--- src/rtl/key_switch_io_pkg.sv ---
// key_switch_io_pkg
// Shared definitions for the KEY/SW memory-mapped input device:
// register addresses, control/status bit positions, the control
// register record and its next-state and read-back helpers.
package key_switch_io_pkg;

   localparam logic [31:0] ADDR_KDATA = 32'hF000_0010;
   localparam logic [31:0] ADDR_SDATA = 32'hF000_0014;
   localparam logic [31:0] ADDR_KCTRL = 32'hF000_0110;
   localparam logic [31:0] ADDR_SCTRL = 32'hF000_0114;

   localparam int READY   = 0;
   localparam int OVERRUN = 2;
   localparam int IE      = 8;

   typedef struct packed {
      logic ready;
      logic overrun;
      logic ie;
   } ctrl_t;

   // Next control state. A set of Overrun takes priority over a write-0 clear,
   // and an update beats a DATA read so the new value is never lost.
   function automatic ctrl_t ctrl_next(ctrl_t cur, logic upd, logic rd,
                                       logic wr, logic w_ovr, logic w_ie);
      ctrl_t n;
      n = cur;
      if (upd && cur.ready && !rd) n.overrun = 1'b1;
      else if (wr && !w_ovr)       n.overrun = 1'b0;
      if (upd)     n.ready = 1'b1;
      else if (rd) n.ready = 1'b0;
      if (wr) n.ie = w_ie;
      return n;
   endfunction

   function automatic logic [31:0] ctrl_word(ctrl_t c);
      logic [31:0] w;
      w          = '0;
      w[READY]   = c.ready;
      w[OVERRUN] = c.overrun;
      w[IE]      = c.ie;
      return w;
   endfunction

endpackage

--- src/rtl/key_switch_io_if.sv ---
// key_switch_io_if
// Processor data-bus slice seen by the KEY/SW device.
//   addr, wdata : address and write data from the core
//   we, re      : write and read strobes from the core
//   sel         : device claims the address
//   rdata       : combinational read data, 0 when not selected
interface key_switch_io_if #(
   parameter int DBITS = 32
);
   logic [DBITS-1:0] addr;
   logic [DBITS-1:0] wdata;
   logic [DBITS-1:0] rdata;
   logic             we;
   logic             re;
   logic             sel;

   modport master (output addr, we, re, wdata, input  sel, rdata);
   modport slave  (input  addr, we, re, wdata, output sel, rdata);
endinterface

--- src/rtl/key_switch_io_sw_debouncer.sv ---
// sw_debouncer
// Accepts a synchronized multi-bit input only after it has been stable for
// DEBOUNCE cycles.
//   clk, reset : clock, asynchronous active-high reset
//   din        : synchronized input
//   dout       : accepted (debounced) value
//   upd        : high in the cycle whose edge loads dout with a new value
module sw_debouncer #(
   parameter int WIDTH    = 10,
   parameter int DEBOUNCE = 500000
) (
   input  logic             clk,
   input  logic             reset,
   input  logic [WIDTH-1:0] din,
   output logic [WIDTH-1:0] dout,
   output logic             upd
);
   localparam int             CW      = $clog2(DEBOUNCE);
   localparam logic [CW-1:0]  CNT_MAX = CW'(DEBOUNCE - 1);

   logic [WIDTH-1:0] cand;
   logic [CW-1:0]    cnt;
   logic [CW-1:0]    cnt_nxt;
   logic             stable;

   // The accept decision looks at the count being written this edge, so
   // dout moves on the same edge the counter reaches DEBOUNCE-1.
   always_comb begin
      stable  = (din == cand);
      cnt_nxt = '0;
      if (stable) cnt_nxt = (cnt == CNT_MAX) ? cnt : cnt + 1'b1;
      upd     = stable && (cnt_nxt == CNT_MAX) && (cand != dout);
   end

   always_ff @(posedge clk or posedge reset) begin
      if (reset) begin
         cand <= '0;
         cnt  <= '0;
         dout <= '0;
      end else begin
         if (!stable) cand <= din;
         cnt <= cnt_nxt;
         if (upd) dout <= cand;
      end
   end
endmodule

--- src/rtl/key_switch_io.sv ---
// key_switch_io
// Memory-mapped input device for KEY[3:0] and SW[9:0]: synchronized key
// data, synchronized and debounced switch data, sticky Ready/Overrun
// status, per-source interrupt enable and a registered interrupt request.
//   clk, reset : clock, asynchronous active-high reset
//   KEY        : raw active-low push-buttons (asynchronous)
//   SW         : raw slide switches (asynchronous)
//   bus        : data-bus slave port (addr/we/re/wdata in, sel/rdata out)
//   irq        : registered interrupt request
module key_switch_io
   import key_switch_io_pkg::*;
#(
   parameter int               DBITS     = 32,
   parameter logic [DBITS-1:0] ADDRKDATA = DBITS'(ADDR_KDATA),
   parameter logic [DBITS-1:0] ADDRSDATA = DBITS'(ADDR_SDATA),
   parameter logic [DBITS-1:0] ADDRKCTRL = DBITS'(ADDR_KCTRL),
   parameter logic [DBITS-1:0] ADDRSCTRL = DBITS'(ADDR_SCTRL),
   parameter int               DEBOUNCE  = 500000
) (
   input  logic             clk,
   input  logic             reset,
   input  logic [3:0]       KEY,
   input  logic [9:0]       SW,
   key_switch_io_if.slave   bus,
   output logic             irq
);
   logic [3:0] k_s1, k_s2, kdata;
   logic [9:0] s_s1, s_s2, sdata;
   logic       k_upd, s_upd;
   logic       hit_kdata, hit_sdata, hit_kctrl, hit_sctrl;
   ctrl_t      kctrl, sctrl;
   logic       unused_wdata;

   assign hit_kdata = (bus.addr == ADDRKDATA);
   assign hit_sdata = (bus.addr == ADDRSDATA);
   assign hit_kctrl = (bus.addr == ADDRKCTRL);
   assign hit_sctrl = (bus.addr == ADDRSCTRL);
   assign bus.sel   = hit_kdata | hit_sdata | hit_kctrl | hit_sctrl;

   // Only the Overrun and IE bits of wdata are meaningful.
   assign unused_wdata = ^bus.wdata;

   assign k_upd = (k_s2 != kdata);

   sw_debouncer #(.WIDTH(10), .DEBOUNCE(DEBOUNCE)) u_sw_deb (
      .clk   (clk),
      .reset (reset),
      .din   (s_s2),
      .dout  (sdata),
      .upd   (s_upd)
   );

   always_ff @(posedge clk or posedge reset) begin
      if (reset) begin
         k_s1  <= '0;
         k_s2  <= '0;
         s_s1  <= '0;
         s_s2  <= '0;
         kdata <= '0;
         kctrl <= '0;
         sctrl <= '0;
         irq   <= 1'b0;
      end else begin
         k_s1  <= ~KEY;
         k_s2  <= k_s1;
         s_s1  <= SW;
         s_s2  <= s_s1;
         if (k_upd) kdata <= k_s2;
         kctrl <= ctrl_next(kctrl, k_upd, bus.re & hit_kdata, bus.we & hit_kctrl,
                            bus.wdata[OVERRUN], bus.wdata[IE]);
         sctrl <= ctrl_next(sctrl, s_upd, bus.re & hit_sdata, bus.we & hit_sctrl,
                            bus.wdata[OVERRUN], bus.wdata[IE]);
         irq   <= (kctrl.ie & kctrl.ready) | (sctrl.ie & sctrl.ready);
      end
   end

   always_comb begin
      bus.rdata = '0;
      if (hit_kdata)      bus.rdata = DBITS'(kdata);
      else if (hit_sdata) bus.rdata = DBITS'(sdata);
      else if (hit_kctrl) bus.rdata = DBITS'(ctrl_word(kctrl));
      else if (hit_sctrl) bus.rdata = DBITS'(ctrl_word(sctrl));
   end
endmodule

--- src/flat_wrapper.sv ---
// flat-port wrapper written by rule: the top's interface ports become plain ports
module key_switch_io_flat import key_switch_io_pkg::*;
#(
   parameter int               DBITS     = 32,
   parameter logic [DBITS-1:0] ADDRKDATA = DBITS'(ADDR_KDATA),
   parameter logic [DBITS-1:0] ADDRSDATA = DBITS'(ADDR_SDATA),
   parameter logic [DBITS-1:0] ADDRKCTRL = DBITS'(ADDR_KCTRL),
   parameter logic [DBITS-1:0] ADDRSCTRL = DBITS'(ADDR_SCTRL),
   parameter int               DEBOUNCE  = 500000
)
  (clk, reset, KEY, SW, irq, bus_addr, bus_we, bus_re, bus_wdata, bus_sel, bus_rdata);
  key_switch_io_if #(.DBITS(DBITS)) bus_i ();
  input  logic clk;
  input  logic reset;
  input  logic [3:0] KEY;
  input  logic [9:0] SW;
  output logic irq;
  input wire logic [$bits(bus_i.addr)-1:0] bus_addr;
  input wire logic [$bits(bus_i.we)-1:0] bus_we;
  input wire logic [$bits(bus_i.re)-1:0] bus_re;
  input wire logic [$bits(bus_i.wdata)-1:0] bus_wdata;
  output wire logic [$bits(bus_i.sel)-1:0] bus_sel;
  output wire logic [$bits(bus_i.rdata)-1:0] bus_rdata;
  assign bus_i.addr = bus_addr;
  assign bus_i.we = bus_we;
  assign bus_i.re = bus_re;
  assign bus_i.wdata = bus_wdata;
  assign bus_sel = bus_i.sel;
  assign bus_rdata = bus_i.rdata;
  key_switch_io #(.DBITS(DBITS), .ADDRKDATA(ADDRKDATA), .ADDRSDATA(ADDRSDATA), .ADDRKCTRL(ADDRKCTRL), .ADDRSCTRL(ADDRSCTRL), .DEBOUNCE(DEBOUNCE)) u_core (.clk(clk), .reset(reset), .KEY(KEY), .SW(SW), .bus(bus_i), .irq(irq));
endmodule
--- config.mk ---
export PLATFORM = sky130hd
export DESIGN_NAME = key_switch_io_flat
export DESIGN_NICKNAME = d
export VERILOG_FILES = /design/src/rtl/key_switch_io_pkg.sv /design/src/rtl/key_switch_io_if.sv /design/src/rtl/key_switch_io_sw_debouncer.sv /design/src/rtl/key_switch_io.sv /design/src/flat_wrapper.sv
export SDC_FILE = /design/constraint.sdc
export NUM_CORES = 1
export LEC_CHECK = 0
export CORE_ASPECT_RATIO = 1.4
export CORE_MARGIN = 4
export CORE_UTILIZATION = 30
export CTS_BUF_LIST = sky130_fd_sc_hd__clkbuf_8
export DETAILED_ROUTE_END_ITERATION = 6
export PLACE_DENSITY = 0.6
export SYNTH_ARGS = -nofsm -noshare
export SYNTH_HDL_FRONTEND = slang
export SYNTH_SLANG_ARGS = --single-unit
--- constraint.sdc ---
create_clock -name clk -period 4.1 [get_ports clk]
set_input_delay 1.23 -clock clk [delete_from_list [all_inputs] [get_ports clk]]
set_output_delay 1.23 -clock clk [all_outputs]
set_load 0.03 [all_outputs]
==> results.py, run 1 <==
metrics = {
    "outcome": {
        "status": "complete, no violations",
    },
    "route": {
        "drt_first_pass_iters": 5,
        "postRouteAntennaNets": 0,
        "wl_per_cell_um": 13.84,
        "via_per_inst": 4.665,
        "drt-total-wl_um": 7680,
        "drc": 0,
        "drtIter0Drc": 95,
        "vias": 2589,
    },
    "synth": {
        "postSynthAreaPerCell_um2": 10.79,
        "syn_area_um2": 3681,
        "synth_cells": 341,
        "synth_top_area_share_pct": 53.03,
        "synth_seq_cells": 78,
        "yosysUniqueCellTypes": 50,
        "synth.largest_area_cell": "dfrtp_1",
        "postSynth.asyncResetShare_pct": 100.0,
        "synth_edf_count": 0,
        "synth_seq_area_share_pct": 53.03,
        "yosysMostFrequentCell": "dfrtp_1",
        "yosys_warnings": 0,
        "synth_top_flop_cell": "dfrtp_1",
        "ys_top_cells_by_count": "dfrtp_1, nor2_1, xor2_1, buf_4, clkbuf_1",
        "synth_area_leaders": "dfrtp_1, xor2_1, buf_4",
    },
    "global_route": {
        "grt_overflow_total": 0,
        "track_usage_pct": 11.16,
        "grt_pass1_vias": 2645,
        "antenna_found_initial": 0,
        "grt_pass1_wl_um": 12610,
        "grt_max_degree": 43,
    },
    "setup_path": {
        "cpMaxStageDelayCell": "or4_4",
        "max_stage_delay_ns": 0.55,
        "cp-end-kind": "output pin",
        "worstPathArrival_ns": 2.80,
        "start_kind": "input pin",
        "crit_chain": "clkbuf_2, nor4_2, nand2_1, or4_4, inv_4, nand2_4, nor2_4, and2_4, buf_6",
        "path_class": "input pin to output pin",
        "cp.required_ns": 2.87,
        "crit_fanout": 5,
        "r2r_setup_slack_ns": 1.13,
    },
    "die": {
        "die_h_um": 139.1,
        "start_util_pct": 30.84,
        "io_pins": 116,
        "num_rows": 47,
        "dieWidth_um": 101.6,
        "dieArea_um2": 14130,
        "coreArea_um2": 11940,
    },
    "layout": {
        "diodes": 0,
        "regArea_um2": 1952,
        "fillers": 1162,
        "multi_input_area_um2": 1582,
        "drive_above_1_share_pct": 23.77,
        "nets": 486,
        "area_growth_pct": 26.04,
        "final_cell_area_um2": 4639,
    },
    "clocking": {
        "path_clk_slew_ns": 0.08,
        "cts_tree": "yes",
        "cts_hold_buf": 0,
        "cts_inserted_buffers": 9,
        "clk_latency_ns": 0.35,
        "clockRootBuffer": "clkbuf_8",
        "htree_num_levels": 3,
        "clock_path_buffers": 2,
        "cts.sinks": 78,
    },
    "power": {
        "power_leakage_nw": 2.046,
        "power_mw": 1.506,
        "vdd_ir_drop_max_mv": 0.1370,
        "p_per_area_nw_per_um2": 324.5,
    },
    "placed_design": {
        "numPortBuffers": 63,
        "place.gp.congestion": 0.8719,
        "placed_cell_area_um2": 4368,
        "dp_hpwl_um": 5746,
        "place_ws_ns": -0.4640,
    },
    "sta": {
        "fin_crit_sh_pct": 98.36,
        "fmax_ghz": 0.2480,
        "worst_slack_ns": 0.06744,
        "hold_viol_final": 0,
        "setup_viol": 0,
        "finalMaxSlewViolations": 0,
        "finalClockSkew_ns": 0.01183,
        "relSlewSlack_pct": 54.32,
        "hold-worst-slack_ns": 0.3481,
        "worst_pin_slew_ns": 0.6844,
        "finalCriticalPeriod_ns": 4.033,
    },
    "flow_run": {
        "drv_cap": 0,
    },
    "hold_path": {
        "worstHoldPathType": "flip-flop to flip-flop",
    },
}
[flip-flops by register name (all words and copies together), names as in the netlist]
signal / count
u_core.kdata: 4
u_core.u_sw_deb.dout: 10
u_core.k_s2: 4
u_core.u_sw_deb.cnt: 19
u_core.sctrl: 3
u_core.kctrl: 3
u_core.s_s2: 10
u_core.k_s1: 4
u_core.u_sw_deb.cand: 10
u_core.irq: 1
u_core.s_s1: 10
[layer usage]
layer	track usage (%)	wire length [um]	vias to the layer above
met5	0	0	-
met4	4.342	134	0
met3	3.473	643	10
met2	19.76	3992	87
met1	12.17	2910	1254
li1	-	-	1238
[power breakdown]
part           internal (mW)  leakage (nW)  switching [mW]
clock network          0.301        0.0987           0.286
logic                 0.0496         0.970          0.0652
registers              0.790         0.977          0.0144
total                   1.14          2.05           0.366
[layout by cell type, fill, tap and decap left out, types with 2 or more instances in the layout]
cell type / n
dfrtp_1: 78
nor2_1: 30
xor2_1: 27
conb_1: 22
clkdlybuf4s50_1: 22
buf_4: 21
nand2_1: 17
clkbuf_2: 15
xnor2_1: 14
nand4_1: 11
nor4_1: 11
o21ai_0: 11
clkbuf_8: 10
inv_1: 8
nor3_1: 8
mux2_4: 8
clkdlybuf4s15_1: 7
buf_6: 6
a21oi_1: 5
mux2_2: 5
and2_4: 5
nand3_1: 4
o31ai_1: 3
a211o_1: 3
nor2b_1: 3
clkinv_4: 3
dlygate4sd2_1: 3
and3_1: 2
a31oi_1: 2
nand3b_1: 2
nor4_2: 2
mux2i_1: 2
clkinvlp_4: 2
buf_2: 2
dlymetal6s2s_1: 2
[area by class of cell]
type                       count  share of cell area, %
clock inverter                 6                  1.537
tap                          147                  3.964
inverter                      10                 0.8900
multi-input combinational    225                  34.09
timing repair buffer          79                  14.48
sequential                    78                  42.07
clock buffer                  10                  2.967
[critical path: cells and delay by family]
kind	cells	cell delay, ns
simple gates	6	1.28
buf+inv	3	0.30
[path summary, 6_finish.rpt]
check                                                  from                             endpoint  cells past startpoint
min in group asynchronous                             reset    u_core.u_sw_deb.cnt[13]$_DFF_PP0_                      2
min                                u_core.s_s1[2]$_DFF_PP0_             u_core.s_s2[2]$_DFF_PP0_                      0
min reg2reg                        u_core.s_s1[2]$_DFF_PP0_             u_core.s_s2[2]$_DFF_PP0_                      0
max in group asynchronous                             reset  u_core.u_sw_deb.dout[1]$_DFFE_PP0P_                      3
max reg2reg                u_core.u_sw_deb.cnt[0]$_DFF_PP0_  u_core.u_sw_deb.dout[1]$_DFFE_PP0P_                      9
max                                            bus_addr[11]                         bus_rdata[4]                      9
[per-stage QoR]
step | std cells | util, % | setup TNS, ns
6_report | 555 | 38.86 | 0
5_1_grt | 555 | 38.86 | -0.1252
4_1_cts | 554 | 38.97 | 0
3_5_place_dp | 532 | 36.59 | -3.792
3_3_place_gp | 532 | 36.59 | -3.403
2_1_floorplan | 362 | - | -0.5810
[timing repair]
item	4_1_cts	5_1_grt
pin swaps	14	14
gates resized for setup	58	36
buffers inserted	6	1
setup endpoints to repair	11	8
[logic make-up (layout without fill, tap and decap cells)]
| family | after synthesis | in the layout | share of synthesized area (%) |
|---|---|---|---|
| AO/OA/AOI/OAI | 32 | 32 | 5.643 |
| buffers and inverters | 59 | 105 | 8.633 |
| XOR/XNOR | 41 | 41 | 9.755 |
| multiplexers | 16 | 16 | 5.948 |
| AND/OR/NAND/NOR | 113 | 113 | 16.55 |
| flip-flops | 78 | 78 | 53.03 |
| other | 1 | 22 | 0.1019 |
| adder cells (fa/ha/maj) | 1 | 1 | 0.3399 |
(Power assumes the default switching activity.)
==> run 2: changes to the inputs <==
- PLACE_DENSITY: 0.6 -> 0.59
- SYNTH_HIERARCHICAL: not set -> 1
==> run 2 against run 1 <==
Against the previous run: register-to-register slack worse by 0.43 ns; critical path depth is 3 lower; area after synthesis is 4.0% higher; worst hold slack better by 0.0020 ns; clock power is 8.0% higher; fmax is 0.24% higher; synthesized cell count is 1.8% lower; critical path type unchanged; non-clock buffer count is 5 lower; sequential cell count stayed put; setup slack better by 0.0097 ns.
==> results.py, run 2 <==
metrics = {
    "layout": {
        "nets": 479,
        "diodes": 0,
        "area_growth_pct": 25.61,
        "final_util_pct": 38.70,
        "fillers": 1218,
        "final_cell_mix": "dfrtp_1, clkdlybuf4s50_1, xor2_1, nor2_1, conb_1",
        "final_cell_area_um2": 4811,
        "top_register": "u_core/u_sw_deb/cnt",
        "largest_reg_flops": 19,
        "stdcell_count": 551,
        "final_common_cell": "dfrtp_1",
        "drive_above_1_share_pct": 18.70,
    },
    "setup_path": {
        "cp.required_ns": 2.87,
        "worstPathArrival_ns": 2.79,
        "cpMaxStageDelayCell": "clkdlybuf4s50_1",
        "cp-end-kind": "output pin",
        "crit_chain": "clkdlybuf4s50_1, nor4_4, nand4_4, buf_4, nor4_2, buf_4",
        "path_class": "input pin to output pin",
        "max_stage_delay_ns": 0.44,
        "start_kind": "input pin",
        "crit_fanout": 8,
        "cp_common_cell": "buf_4",
    },
    "clocking": {
        "htree_num_levels": 3,
        "clockRootBuffer": "clkbuf_8",
        "cts_tree": "yes",
        "clock_path_buffers": 2,
        "cts_inserted_buffers": 9,
        "cts.sinks": 78,
        "path_clk_slew_ns": 0.08,
        "clk_latency_ns": 0.34,
        "cts_hold_buf": 0,
    },
    "synth": {
        "synth_top_area_share_pct": 50.96,
        "postSynthAreaPerCell_um2": 11.43,
        "synth_seq_area_share_pct": 50.96,
        "postSynth.asyncResetShare_pct": 100.0,
        "ys_top_cells_by_count": "dfrtp_1, xor2_1, buf_4, nor2_1, clkbuf_1",
        "synth_area_leaders": "dfrtp_1, xor2_1, buf_4",
        "synth_cells": 335,
        "yosysMostFrequentCell": "dfrtp_1",
        "syn_area_um2": 3830,
        "synth_top_flop_cell": "dfrtp_1",
        "synth_edf_count": 0,
        "synth.largest_area_cell": "dfrtp_1",
        "yosysUniqueCellTypes": 60,
        "yosys_warnings": 6,
        "synth_seq_cells": 78,
    },
    "global_route": {
        "grt_max_degree": 40,
        "track_usage_pct": 11.27,
        "grt_pass1_wl_um": 12970,
        "grt_pass1_vias": 2658,
        "grt_overflow_total": 0,
        "antenna_found_initial": 0,
    },
    "die": {
        "start_util_pct": 30.81,
        "io_pins": 116,
        "dieWidth_um": 103.5,
        "die_h_um": 141.7,
        "dieArea_um2": 14660,
        "num_rows": 48,
        "coreArea_um2": 12430,
    },
    "power": {
        "p_per_area_nw_per_um2": 325.6,
        "power_leakage_nw": 2.123,
        "vdd_ir_drop_max_mv": 0.3472,
        "power_mw": 1.566,
    },
    "placed_design": {
        "dp_hpwl_um": 6029,
        "place_ws_ns": -0.04826,
        "dpl.cell_count": 534,
        "place.gp.congestion": 0.8000,
        "numPortBuffers": 63,
        "placed_cell_area_um2": 4526,
    },
    "sta": {
        "hold-worst-slack_ns": 0.3501,
        "setup_viol": 0,
        "finalMaxSlewViolations": 0,
        "finalCriticalPeriod_ns": 4.023,
        "fin_crit_sh_pct": 98.12,
        "relSlewSlack_pct": 54.21,
        "fmax_ghz": 0.2486,
        "hold_viol_final": 0,
        "worst_pin_slew_ns": 0.6818,
        "worst_slack_ns": 0.07715,
        "tns_ns": 0,
        "rsz0062_at_grt": "false",
        "finalClockSkew_ns": 0.008119,
    },
    "route": {
        "wl_per_cell_um": 14.15,
        "drt-total-wl_um": 7794,
        "drtIter0Drc": 116,
        "via_per_inst": 4.728,
        "vias": 2605,
        "drt_first_pass_iters": 4,
        "drc": 0,
        "postRouteAntennaNets": 0,
    },
    "outcome": {
        "status": "complete, no violations",
    },
    "flow_run": {
        "drv_cap": 0,
    },
    "hold_path": {
        "worstHoldPathType": "flip-flop to flip-flop",
    },
}
==> run 2: final cells by class <==
| class | count | area (um^2) | share of cell area, % |
|---|---|---|---|
| Clock buffer | 10 | 137.6 | 2.861 |
| Clock inverter | 6 | 86.33 | 1.795 |
| Inverter | 11 | 41.29 | 0.8583 |
| Multi-Input combinational cell | 222 | 1672 | 34.75 |
| Sequential cell | 78 | 1952 | 40.57 |
| Tap cell | 150 | 187.7 | 3.901 |
| Timing Repair Buffer | 74 | 734.5 | 15.27 |
==> run 2: final timing paths <==
| path | to | slack (ns) | start | cells after the start |
|---|---|---|---|---|
| hold / removal | u_core/k_s2[1]$_DFF_PP0_ | 0.35 | u_core/k_s1[1]$_DFF_PP0_ | 0 |
| min in group asynchronous | u_core/u_sw_deb/cnt[6]$_DFF_PP0_ | 1.22 | reset | 2 |
| hold reg to reg | u_core/k_s2[1]$_DFF_PP0_ | 0.35 | u_core/k_s1[1]$_DFF_PP0_ | 0 |
| setup reg to reg | u_core/u_sw_deb/dout[7]$_DFFE_PP0P_ | 0.70 | u_core/u_sw_deb/cnt[0]$_DFF_PP0_ | 7 |
| max in group asynchronous | u_core/u_sw_deb/dout[2]$_DFFE_PP0P_ | 2.14 | reset | 3 |
| setup / recovery | bus_rdata[1] | 0.08 | bus_addr[14] | 6 |
==> run 2: report_power, final <==
part | switching [mW] | internal (mW)
logic | 0.0691 | 0.0600
registers | 0.0139 | 0.790
clock network | 0.275 | 0.358
==> run 2: repair_timing <==
item                       4_1_cts  5_1_grt
setup buffers                    0        1
gates resized for setup          2       14
pin swaps                        2        9
setup endpoints to repair        6        7
==> run 2: metal layers <==
| layer | global-route usage [%] | routed length [um] | share of wire, % |
|---|---|---|---|
| met5 | 0 | 0 | 0 |
| met3 | 2.164 | 287 | 3.7 |
| met2 | 20.80 | 4474 | 57 |
| met1 | 12.43 | 2929 | 38 |
| met4 | 4.161 | 102 | 1.3 |
==> run 2: logic make-up (layout without fill, tap and decap cells) <==
kind of cell	after synthesis	after routing	share of synthesized area, %
buf+inv	56	101	7.906
other cells	1	22	0.09791
simple gates	112	112	20.58
mux	18	18	5.750
flops	78	78	50.96
compound gates	30	30	5.456
fa+ha+maj	1	1	0.3266
xor+xnor	39	39	8.919
==> run 2: critical path: cells and delay by family <==
kind,cells,cell delay [ns]
buffers and inverters,3,0.85
and+or+nand+nor,3,0.71
==> run 3: changes to the inputs <==
- clock period: 4.1 -> 4.38 ns (I/O delays scaled with it)
==> run 3 against run 2 <==
Against the previous run: via count did not move; die area is the same; worst hold slack improved by 0.0016 ns; wire length about the same; final area fell by 2.3%; non-clock buffer count shrank 2; first-iteration DRC count decreased by 32%.
==> results.py, run 3 (synthesized netlist as in run 2, its figures left out) <==
metrics = {
    "layout": {
        "final_util_pct": 37.81,
        "nets": 477,
        "top_register": "u_core/u_sw_deb/cnt",
        "drive_above_1_share_pct": 17.79,
        "final_common_cell": "dfrtp_1",
        "final_cell_mix": "dfrtp_1, clkdlybuf4s50_1, xor2_1, nor2_1, conb_1",
        "diodes": 0,
        "area_growth_pct": 22.74,
        "largest_reg_flops": 19,
    },
    "route": {
        "drt-total-wl_um": 7791,
        "vias": 2605,
        "drtIter0Drc": 79,
        "via_per_inst": 4.745,
        "drt_first_pass_iters": 7,
        "postRouteAntennaNets": 0,
        "drc": 0,
        "wl_per_cell_um": 14.19,
    },
    "power": {
        "power_leakage_nw": 1.993,
        "vdd_ir_drop_max_mv": 0.2530,
        "p_per_area_nw_per_um2": 290.5,
        "power_mw": 1.366,
    },
    "clocking": {
        "cts_tree": "yes",
        "clk_latency_ns": 0.35,
        "cts_hold_buf": 0,
        "path_clk_slew_ns": 0.08,
        "cts_resized": 0,
        "htree_num_levels": 3,
        "clock_path_buffers": 2,
        "cts_inserted_buffers": 9,
        "clockRootBuffer": "clkbuf_8",
        "cts.sinks": 78,
    },
    "die": {
        "die_h_um": 141.7,
        "start_util_pct": 30.81,
        "dieArea_um2": 14660,
        "dieWidth_um": 103.5,
        "io_pins": 116,
        "coreArea_um2": 12430,
        "num_rows": 48,
    },
    "sta": {
        "finalMaxSlewViolations": 0,
        "relSlewSlack_pct": 53.98,
        "setup_viol": 0,
        "finalCriticalPeriod_ns": 4.316,
        "rsz0062_at_grt": "true",
        "tns_ns": 0,
        "worst_slack_ns": 0.06351,
        "hold-worst-slack_ns": 0.3517,
        "hold_viol_final": 0,
        "worst_pin_slew_ns": 0.6852,
        "fmax_ghz": 0.2317,
        "finalClockSkew_ns": 0.008412,
        "fin_crit_sh_pct": 98.55,
    },
    "setup_path": {
        "cp-end-kind": "output pin",
        "cp.required_ns": 3.07,
        "crit_fanout": 5,
        "r2r_setup_slack_ns": 0.92,
        "worstSetupStartpoint": "bus_addr[17]",
        "reg2reg_depth": 7,
        "path_class": "input pin to output pin",
        "timing.rr.start": "u_core/u_sw_deb/cnt[0]$_DFF_PP0_",
        "worstPathArrival_ns": 3.00,
        "start_kind": "input pin",
    },
    "hold_path": {
        "hold_path_startpoint": "u_core/k_s1[2]$_DFF_PP0_",
        "hold_depth": 0,
        "worstHoldPathType": "flip-flop to flip-flop",
    },
    "placed_design": {
        "dp_hpwl_um": 6031,
        "place.gp.congestion": 0.8081,
        "place_ws_ns": 0.05079,
        "numPortBuffers": 63,
    },
    "flow_run": {
        "drv_cap": 0,
    },
    "global_route": {
        "antenna_found_initial": 0,
        "track_usage_pct": 11.23,
        "grt_pass1_vias": 2643,
        "use_met3_pct": 2.558,
        "grt_pass1_wl_um": 12760,
        "grt_overflow_total": 0,
        "met1_usage_pct": 12.04,
        "grt-busiest-layer": "met2",
        "grtUsageMet2_pct": 20.46,
        "grt_max_degree": 40,
    },
    "outcome": {
        "status": "complete, no violations",
    },
}
-- run 3: area by class of cell --
class,count,area [um^2]
Tap cell,150,187.7
Multi-Input combinational cell,222,1654
Fill cell,1207,7731
Timing Repair Buffer,72,683.2
Inverter,11,41.29
Sequential cell,78,1952
Clock buffer,10,137.6
Clock inverter,6,45.04
-- run 3: metrics by stage --
stage / cells / area (um^2)
floorplan: 356 / 3909
global placement: 533 / 4518
detailed placement: 533 / 4518
CTS: 549 / 4701
global route: 549 / 4701
finish: 549 / 4701
-- run 3: path summary, 6_finish.rpt --
kind	to
max	bus_rdata[6]
min	u_core/k_s2[2]$_DFF_PP0_
max reg2reg	u_core/u_sw_deb/dout[8]$_DFFE_PP0P_
min reg2reg	u_core/k_s2[2]$_DFF_PP0_
max in group asynchronous	u_core/u_sw_deb/cnt[4]$_DFF_PP0_
min in group asynchronous	u_core/s_s2[5]$_DFF_PP0_
-- run 3: critical path: stages --
cell and delay [ns]:
clkdlybuf4s50_1 0.44, nor4_4 0.34, nand4_4 0.13, nor2_2 0.25, buf_4 0.17, and4b_1 0.19, buf_4 0.16
-- run 3: per-layer routing --
metal	share of wire (%)	vias up
met3	3.5	14
met2	57	62
met4	2.0	0
met5	0	-
met1	37	1290
li1	-	1239
-- run 3: power by group --
part / total (mW) / internal (mW) / switching [mW]
Clock: 0.492 / 0.224 / 0.268
Sequential: 0.752 / 0.739 / 0.0128
Combinational: 0.121 / 0.0576 / 0.0639
Total: 1.37 / 1.02 / 0.345
-- run 3: timing repair --
action                                  in CTS  in global routing
endpoints found under the hold margin        0                  0
endpoints found under the setup margin       0                  4
buffers inserted                             0                  0
